File: src/rtl/fifo_flagged_if.sv
// Producer/consumer bundle for fifo_flagged: write side, read side, status flags.
// The FIFO uses the slave modport; whoever drives it uses master.
interface fifo_flagged_if #(
    parameter int DEPTH      = 8,
    parameter int DATA_WIDTH = 8
) ();
    localparam int CNT_W = $clog2(DEPTH) + 1;

    logic                  clr;
    logic                  wren;
    logic [DATA_WIDTH-1:0] i_data;
    logic                  rden;
    logic [DATA_WIDTH-1:0] o_data;
    logic                  o_valid;
    logic                  full;
    logic                  empty;
    logic                  almost_full;
    logic                  almost_empty;
    logic [CNT_W-1:0]      count;
    logic                  overflow;
    logic                  underflow;

    modport master (
        output clr, wren, i_data, rden,
        input  o_data, o_valid, full, empty, almost_full, almost_empty,
               count, overflow, underflow
    );

    modport slave (
        input  clr, wren, i_data, rden,
        output o_data, o_valid, full, empty, almost_full, almost_empty,
               count, overflow, underflow
    );
endinterface

File: src/rtl/fifo_flagged.sv
// Synchronous FIFO with registered or fall-through read, occupancy count,
// programmable almost flags, sticky error flags and synchronous flush.
module fifo_flagged #(
    parameter int DEPTH         = 8,
    parameter int DATA_WIDTH    = 8,
    parameter int FWFT          = 0,
    parameter int AFULL_THRESH  = DEPTH - 1,
    parameter int AEMPTY_THRESH = 1
) (
    input logic            clk,
    input logic            rst_n,
    fifo_flagged_if.slave  bus
);
    localparam int AW = $clog2(DEPTH);
    localparam int CW = AW + 1;

    if ((DEPTH < 2) || ((DEPTH & (DEPTH - 1)) != 0)) begin : g_bad_depth
        $error("fifo_flagged: DEPTH must be a power of 2 and >= 2");
    end
    if ((AFULL_THRESH < 0) || (AFULL_THRESH > DEPTH) ||
        (AEMPTY_THRESH < 0) || (AEMPTY_THRESH > DEPTH)) begin : g_bad_thresh
        $error("fifo_flagged: thresholds must lie in 0..DEPTH");
    end

    logic [DATA_WIDTH-1:0] mem_q [DEPTH];
    logic [CW-1:0]         wr_ptr_q, wr_ptr_d;
    logic [CW-1:0]         rd_ptr_q, rd_ptr_d;
    logic [CW-1:0]         count_q, count_d;
    logic                  ovf_q, ovf_d;
    logic                  udf_q, udf_d;
    logic                  empty, full, rd_acc, wr_acc;
    logic [AW-1:0]         rd_idx, wr_idx;

    assign empty  = (count_q == '0);
    assign full   = (count_q == CW'(DEPTH));
    assign rd_acc = bus.rden & ~empty;
    // A pop in the same cycle frees the slot, so a full FIFO still takes the write.
    assign wr_acc = bus.wren & (~full | rd_acc);
    assign rd_idx = rd_ptr_q[AW-1:0];
    assign wr_idx = wr_ptr_q[AW-1:0];

    always_comb begin
        wr_ptr_d = wr_ptr_q;
        rd_ptr_d = rd_ptr_q;
        count_d  = count_q;
        ovf_d    = ovf_q;
        udf_d    = udf_q;
        if (bus.clr) begin
            wr_ptr_d = '0;
            rd_ptr_d = '0;
            count_d  = '0;
            ovf_d    = 1'b0;
            udf_d    = 1'b0;
        end else begin
            if (wr_acc) wr_ptr_d = wr_ptr_q + CW'(1);
            if (rd_acc) rd_ptr_d = rd_ptr_q + CW'(1);
            count_d = count_q + CW'(wr_acc) - CW'(rd_acc);
            ovf_d   = ovf_q | (bus.wren & ~wr_acc);
            udf_d   = udf_q | (bus.rden & empty);
        end
    end

    always_ff @(posedge clk or negedge rst_n) begin
        if (!rst_n) begin
            wr_ptr_q <= '0;
            rd_ptr_q <= '0;
            count_q  <= '0;
            ovf_q    <= 1'b0;
            udf_q    <= 1'b0;
        end else begin
            wr_ptr_q <= wr_ptr_d;
            rd_ptr_q <= rd_ptr_d;
            count_q  <= count_d;
            ovf_q    <= ovf_d;
            udf_q    <= udf_d;
        end
    end

    always_ff @(posedge clk) begin
        if (rst_n && wr_acc && !bus.clr) mem_q[wr_idx] <= bus.i_data;
    end

    if (FWFT != 0) begin : g_fwft
        assign bus.o_data  = mem_q[rd_idx];
        assign bus.o_valid = ~empty;
    end else begin : g_reg
        logic [DATA_WIDTH-1:0] rdata_q;
        logic                  rvld_q;
        always_ff @(posedge clk or negedge rst_n) begin
            if (!rst_n) begin
                rdata_q <= '0;
                rvld_q  <= 1'b0;
            end else if (bus.clr) begin
                rdata_q <= '0;
                rvld_q  <= 1'b0;
            end else begin
                rvld_q <= rd_acc;
                if (rd_acc) rdata_q <= mem_q[rd_idx];
            end
        end
        assign bus.o_data  = rdata_q;
        assign bus.o_valid = rvld_q;
    end

    assign bus.full         = full;
    assign bus.empty        = empty;
    assign bus.almost_full  = (count_q >= CW'(AFULL_THRESH));
    assign bus.almost_empty = (count_q <= CW'(AEMPTY_THRESH));
    assign bus.count        = count_q;
    assign bus.overflow     = ovf_q;
    assign bus.underflow    = udf_q;
endmodule

File: src/flat_wrapper.sv
// flat-port wrapper written by rule: the top's interface ports become plain ports
module fifo_flagged_flat 
#(
    parameter int DEPTH         = 8,
    parameter int DATA_WIDTH    = 8,
    parameter int FWFT          = 0,
    parameter int AFULL_THRESH  = DEPTH - 1,
    parameter int AEMPTY_THRESH = 1
)
  (clk, rst_n, bus_clr, bus_wren, bus_i_data, bus_rden, bus_o_data, bus_o_valid, bus_full, bus_empty, bus_almost_full, bus_almost_empty, bus_count, bus_overflow, bus_underflow);
  fifo_flagged_if #(.DEPTH(DEPTH), .DATA_WIDTH(DATA_WIDTH)) bus_i ();
  input logic clk;
  input logic rst_n;
  input wire logic [$bits(bus_i.clr)-1:0] bus_clr;
  input wire logic [$bits(bus_i.wren)-1:0] bus_wren;
  input wire logic [$bits(bus_i.i_data)-1:0] bus_i_data;
  input wire logic [$bits(bus_i.rden)-1:0] bus_rden;
  output wire logic [$bits(bus_i.o_data)-1:0] bus_o_data;
  output wire logic [$bits(bus_i.o_valid)-1:0] bus_o_valid;
  output wire logic [$bits(bus_i.full)-1:0] bus_full;
  output wire logic [$bits(bus_i.empty)-1:0] bus_empty;
  output wire logic [$bits(bus_i.almost_full)-1:0] bus_almost_full;
  output wire logic [$bits(bus_i.almost_empty)-1:0] bus_almost_empty;
  output wire logic [$bits(bus_i.count)-1:0] bus_count;
  output wire logic [$bits(bus_i.overflow)-1:0] bus_overflow;
  output wire logic [$bits(bus_i.underflow)-1:0] bus_underflow;
  assign bus_i.clr = bus_clr;
  assign bus_i.wren = bus_wren;
  assign bus_i.i_data = bus_i_data;
  assign bus_i.rden = bus_rden;
  assign bus_o_data = bus_i.o_data;
  assign bus_o_valid = bus_i.o_valid;
  assign bus_full = bus_i.full;
  assign bus_empty = bus_i.empty;
  assign bus_almost_full = bus_i.almost_full;
  assign bus_almost_empty = bus_i.almost_empty;
  assign bus_count = bus_i.count;
  assign bus_overflow = bus_i.overflow;
  assign bus_underflow = bus_i.underflow;
  fifo_flagged #(.DEPTH(DEPTH), .DATA_WIDTH(DATA_WIDTH), .FWFT(FWFT), .AFULL_THRESH(AFULL_THRESH), .AEMPTY_THRESH(AEMPTY_THRESH)) u_core (.clk(clk), .rst_n(rst_n), .bus(bus_i));
endmodule
File: config.mk
export PLATFORM = sky130hd
export DESIGN_NAME = fifo_flagged_flat
export DESIGN_NICKNAME = d
export VERILOG_FILES = /design/src/rtl/fifo_flagged_if.sv /design/src/rtl/fifo_flagged.sv /design/src/flat_wrapper.sv
export SDC_FILE = /design/constraint.sdc
export NUM_CORES = 1
export LEC_CHECK = 0
export CAP_MARGIN = 20
export CORE_ASPECT_RATIO = 0.9
export CORE_MARGIN = 3
export CORE_UTILIZATION = 57
export CTS_CLUSTER_SIZE = 16
export DETAILED_ROUTE_END_ITERATION = 7
export PLACE_DENSITY = 0.77
export SLEW_MARGIN = 20
export SYNTH_ARGS = -nofsm -noshare
export SYNTH_HDL_FRONTEND = slang
export SYNTH_SLANG_ARGS = --single-unit
File: constraint.sdc
create_clock -name clk -period 2.9 [get_ports clk]
set_input_delay 0.58 -clock clk [delete_from_list [all_inputs] [get_ports clk]]
set_output_delay 0.58 -clock clk [all_outputs]
set_load 0.02 [all_outputs]
# --- After elaboration in Yosys (flattened, before gate mapping) ---
# Memories as Yosys holds them, arrays and structs flattened.
# Index checks and enable logic that the tools add are counted.
word_totals:
  ram_bits: 64
  in_bits: 13
  wordCells: 43
  reg_bits: 23
  mem_count: 1
classes:
  eq_ne: 1
  magnitude_cmp: 2
  addsub: 4
  n_mux: 12
  n_reduce_logical: 6
  bitwise_logic: 10
memory_table:
  columns: ["name", "words", "width", "read_ports", "rd_ports_with_merged_regs", "write_ports", "line_no", "source"]
  rows:
  - ["u_core.mem_q", 8, 8, 1, 0, 1, "fifo_flagged.sv:25", "logic [DATA_WIDTH-1:0] mem_q [DEPTH];"]
ops:
  columns: ["op", "count"]
  rows:
  - ["$mux W4", 5]
  - ["$mux W8", 2]
  - ["$add A4 B1 Y4 const B", 2]
  - ["$mux W1", 5]
  - ["$add A4 B1 Y4", 1]
  - ["$and A1 B1 Y1", 4]
  - ["$eq A4 B4 Y1 const B", 1]
  - ["$ge A4 B3 Y1 const B", 1]
  - ["$le A4 B1 Y1 const B", 1]
  - ["$logic_not A4 Y1", 1]
  - ["$reduce_bool A2 Y1", 2]
  - ["$sub A4 B1 Y4", 1]
  - ["$not A1 Y1", 3]
  - ["$or A1 B1 Y1", 3]
  - ["$logic_and A1 B1 Y1", 2]
  - ["$logic_not A1 Y1", 1]

# --- Longest topological paths before layout ---
logic_depth:
  word_depth: 9
  ltp_mapped: 11

# --- Least setup slack after synthesis ---
# OpenSTA, ideal clock, no wires.
synth_path:
  kind: "reg-to-reg"
  startpoint: "register u_core.count_q[2] (netlist: u_core.bus.count[2])"
  endpoint: "register u_core.count_q[2] (netlist: u_core.bus.count[2])"
  path_stages_with_launch: 11
  arrival_ns: 2.294
  synth_period_minus_slack_ns: 2.425
  path_slack_ns: 0.475
  required_ns: 2.768
  path_cell_list: "dfrtp_1 -> inv_1 -> ha_1 -> or3b_1 -> buf_6 -> nand3_1 -> o21ai_0 -> ha_1 -> fa_1 -> xnor2_1 -> nor2_1"
synth_via:
  elab_chain_len: 8
synth_lines:
  columns: ["element", "line_no", "source"]
  rows:
  - ["start, declared", "fifo_flagged.sv:28", "logic [CW-1:0] count_q, count_d;"]
  - ["start signal, assigned", "fifo_flagged.sv:73", "count_q <= count_d;"]
  - ["$logic_not A4 Y1", "fifo_flagged.sv:34", "assign empty = (count_q == '0);"]
  - ["$not A1 Y1", "fifo_flagged.sv:36", "assign rd_acc = bus.rden & ~empty;"]
  - ["$and A1 B1 Y1", "fifo_flagged.sv:36", null]
  - ["$or A1 B1 Y1", "fifo_flagged.sv:38", "assign wr_acc = bus.wren & (~full | rd_acc);"]
  - ["$and A1 B1 Y1", "fifo_flagged.sv:38", null]
  - ["$add A4 B1 Y4", "fifo_flagged.sv:57", "count_d = count_q + CW'(wr_acc) - CW'(rd_acc);"]
  - ["$sub A4 B1 Y4 (*)", "fifo_flagged.sv:57", null]
  - ["$mux W4 (*)", "fifo_flagged.sv:48", "if (bus.clr) begin"]
  - ["named net u_core.count_d[2]", "fifo_flagged.sv:28", null]
# The timed path passes the listed nets; every way through them passes the cells marked *.
# A chain may end at the register's enable or synchronous reset.

# --- Worst setup path after layout ---
layout_path:
  startpoint: "register u_core.count_q[2] (netlist: u_core.bus.count[2])"
  endpoint: "output port bus_full"
layout_via:
  elab_chain_len: 1
layout_lines:
  columns: ["element", "line_no", "source"]
  rows:
  - ["$eq A4 B4 Y1", "fifo_flagged.sv:35", "assign full = (count_q == CW'(DEPTH));"]
  - ["end, declared", "flat_wrapper.sv:20", "output wire logic [$bits(bus_i.full)-1:0] bus_full;"]
# Every way passes these cells.

==> impl_summary.log <==
INFO  metric status = completed
INFO  metric timing.setup.critical_path_class = register to primary output
INFO  metric setup-tns-final = 0 ps
INFO  metric yosys_top_cell_area_share = 53.6%
INFO  metric synth_sequential_area_ratio = 68.3%
INFO  metric globalRouteMet1Util = 25.9%
INFO  metric grt_busiest_layer = met2
INFO  metric largest_net_degree_at_the_start_of_global_routing = 27
INFO  metric commonest_cells_in_the_netlist = edfxtp_1 (64), dfrtp_1 (21), nor2_1 (20)
INFO  metric num_cts_buffers = 9
INFO  metric max_slew_margin = 62.7%
INFO  metric worstSetupStartpointType = register
INFO  metric cts_htree_levels = 3
INFO  metric grt_first_pass_wirelength = 10.5 mm
INFO  metric avgSynthCellArea = 15.9 um^2
INFO  metric period_needed = 2780 ps
INFO  metric synth_cell_type_count = 38
INFO  metric fmaxAchievable = 360 MHz
INFO  metric ffs_w_async_s_r_synth = 24.7%
INFO  metric hold_viol = 0
INFO  metric power.share.clock = 26.9%
INFO  metric ir_drop = 0.573 mV
INFO  metric drc_errors = 0
INFO  metric final_min_period_over_clock_period = 95.7%
INFO  metric postRouteAntennaNets = 0
INFO  metric ioPinCount = 32
INFO  metric placement.io_buffers = 31
INFO  metric grt_antenna_before_repair = 0
INFO  metric r2r_slack = 470 ps
INFO  metric synth-seq-cells = 85
INFO  metric grt.overflow.total = 0
INFO  metric via_per_inst = 5.49
INFO  metric regArea = 2450 um^2
INFO  metric syn-instance-count = 226
INFO  metric finalMaxSlewViolations = 0
INFO  metric die_outline_area = 7280 um^2
INFO  metric yosys_most_used_dff = edfxtp_1
INFO  metric synth_top_cells_by_area = edfxtp_1 (54%), dfrtp_1 (15%), mux2_2 (5.0%)
INFO  metric netlist_area = 3580 um^2
INFO  metric leakage = 1.58 nW
INFO  metric start_util = 60.9%
INFO  metric wirelength = 6.68 mm
INFO  metric rr_worst_depth = 9
INFO  metric intPower = 0.00237 W
INFO  metric groute.layer.met3.usage = 7.30%
INFO  metric first_global_vias = 1962
INFO  metric yosys.cell_count.top_type = edfxtp_1
INFO  metric setup_viol = 0
INFO  metric whs = 436 ps
INFO  metric yosysWarningCount = 0
INFO  metric synth_edf_count = 64
INFO  metric p_per_area = 789 nW/um^2
INFO  metric groute.layer.met2.usage = 33.0%
INFO  metric worst_setup_ep_type = primary output
INFO  metric combinational_fraction_of_design_power = 29.6%
INFO  metric groute.usage.overall = 20.4%
INFO  metric worst_ep_required_time = 2320 ps
INFO  metric route.vias.total = 1998
INFO  metric critical_path.reg2reg.endpoint = u_core.bus.count[2]$_DFF_PN0_
INFO  metric dieHeight = 81.2 um
INFO  metric setup_repair_after_global_routing_missed_its_margin = no
INFO  metric maxCapViolCount = 0
INFO  metric multi_input_area = 1050 um^2
INFO  metric dieWidth = 89.6 um
INFO  metric avgRoutedWirePerCell = 18.4 um
INFO  metric insertion_delay = 340 ps
INFO  metric clock_input_transition_at_the_sequential_cells_of_the_worst_setup_and_hold_paths = 80 ps
INFO  metric coreArea = 5890 um^2
INFO  metric hold_path_class = primary input to asynchronous set/reset pin
INFO  metric cts_tree = done
INFO  metric area_growth_from_synthesis_to_layout = 19.5%
INFO  metric switching_share = 29.7%
INFO  metric power.switching = 0.00100 W
INFO  metric n_antenna_cell = 0
INFO  metric timing.rr.start = u_core.bus.count[2]$_DFF_PN0_
INFO  metric highest_fanout_seen_on_the_critical_path = 4
INFO  metric synthDominantAreaCellType = edfxtp_1
INFO  metric cts_num_sinks = 85
INFO  metric detailedRoute.firstPassIterationCount = 4
INFO  metric hpwlAfterDp = 4.36 mm
INFO  metric finish.utilization = 72.8%
INFO  metric total_power = 0.00338 W
INFO  metric maximum_clock_skew_at_final_layout = 9.57 ps
INFO  metric clock_path_buffers = 2
INFO  metric drt-initial-drc-count = 190
INFO  metric ctsRootBufferMaster = clkbuf_8
INFO  metric gp_congestion = 0.750
INFO  metric timing.critical_path.arrival = 2200 ps
INFO  metric drive_gt1_share = 24.3%
INFO  metric syn_nets = 249
INFO  metric final_net_count = 298
INFO  metric power.share.sequential = 43.6%
INFO  metric timing_worst_slew_pin_value = 554 ps
INFO  metric std_cell_rows = 26
INFO  metric num-fill-cells = 400
area by class of cell:
type                       count  area share, %
inverter                       8          0.701
timing repair buffer          47           10.1
clock buffer                   9           2.89
tap                           84           2.45
multi-input combinational    124           24.4
clock inverter                 7           2.28
sequential                    85           57.1
registers in the layout, summed over array words and instances, names as in the netlist:
| name | cells |
|---|---|
| u_core.bus.o_data | 8 |
| u_core.bus.underflow | 1 |
| u_core.bus.count | 4 |
| u_core.bus.o_valid | 1 |
| u_core.mem_q | 64 |
| u_core.bus.overflow | 1 |
| u_core.wr_ptr_q | 3 |
| u_core.rd_ptr_q | 3 |
power groups by stage:
stage,clock network (W),logic (W),registers [W]
final,0.000908,0.000999,0.00147
after detailed placement,0,0.000996,0.00150
after floorplan,0,0.000642,0.00155
after global placement,0,0.000976,0.00149
after global routing,0.000975,0.00110,0.00149
after CTS,0.000922,0.00101,0.00147
repair_timing:
action,4_1_cts,5_1_grt
hold buffers,0,0
setup endpoints to repair,1,1
resized for setup,1,1
pin swaps,0,0
cloned,0,0
buffers inserted,0,0
through the flow:
stage / instances / instance area (um^2) / worst slack [ps]
detailed placement: 348 / 4060 / 341
finish: 364 / 4280 / 124
floorplan: 226 / 3580 / 475
global placement: 348 / 4060 / 396
CTS: 364 / 4280 / 37.1
global route: 364 / 4280 / 4.45
per-layer routing:
layer,vias up,wire (um)
met4,0,54
met5,-,0
li1,942,-
met1,1009,2890
met2,42,3450
met3,5,292
placed cells by master, fill, tap and decap left out, types with 9 or more instances in the layout:
| master | instances |
|---|---|
| clkdlybuf4s50_1 | 30 |
| nand2_1 | 15 |
| dfrtp_1 | 21 |
| nor2_1 | 20 |
| ha_1 | 9 |
| mux2_2 | 16 |
| edfxtp_1 | 64 |
| clkbuf_8 | 9 |
| buf_4 | 16 |
worst max-delay path, cell delays in order (launching register included):
cell,delay [ps]
dfrtp_1,400
inv_1,140
ha_1,170
or3b_1,440
inv_1,100
clkdlybuf4s50_1,610
kinds of logic after synthesis:
kind of cell,count (synthesis),synth area share [%]
AO/OA/AOI/OAI,28,6.46
XOR/XNOR,6,1.47
adder cells (fa/ha/maj),10,3.70
buffers and inverters,17,2.58
flip-flops,85,68.3
multiplexers,24,10.1
AND/OR/NAND/NOR,56,7.47
worst max-delay path by stage:
stage                                             start  slack, ps                             to
after global routing      u_core.bus.count[2]$_DFF_PN0_          4                       bus_full
after global placement    u_core.bus.count[2]$_DFF_PN0_        400                      bus_empty
after detailed placement  u_core.bus.count[2]$_DFF_PN0_        340                      bus_empty
after floorplan           u_core.bus.count[2]$_DFF_PN0_        470  u_core.bus.count[2]$_DFF_PN0_
final                     u_core.bus.count[2]$_DFF_PN0_        120                       bus_full
after CTS                 u_core.bus.count[2]$_DFF_PN0_         40                      bus_empty
Note: power is estimated with default switching activity, not from simulation.
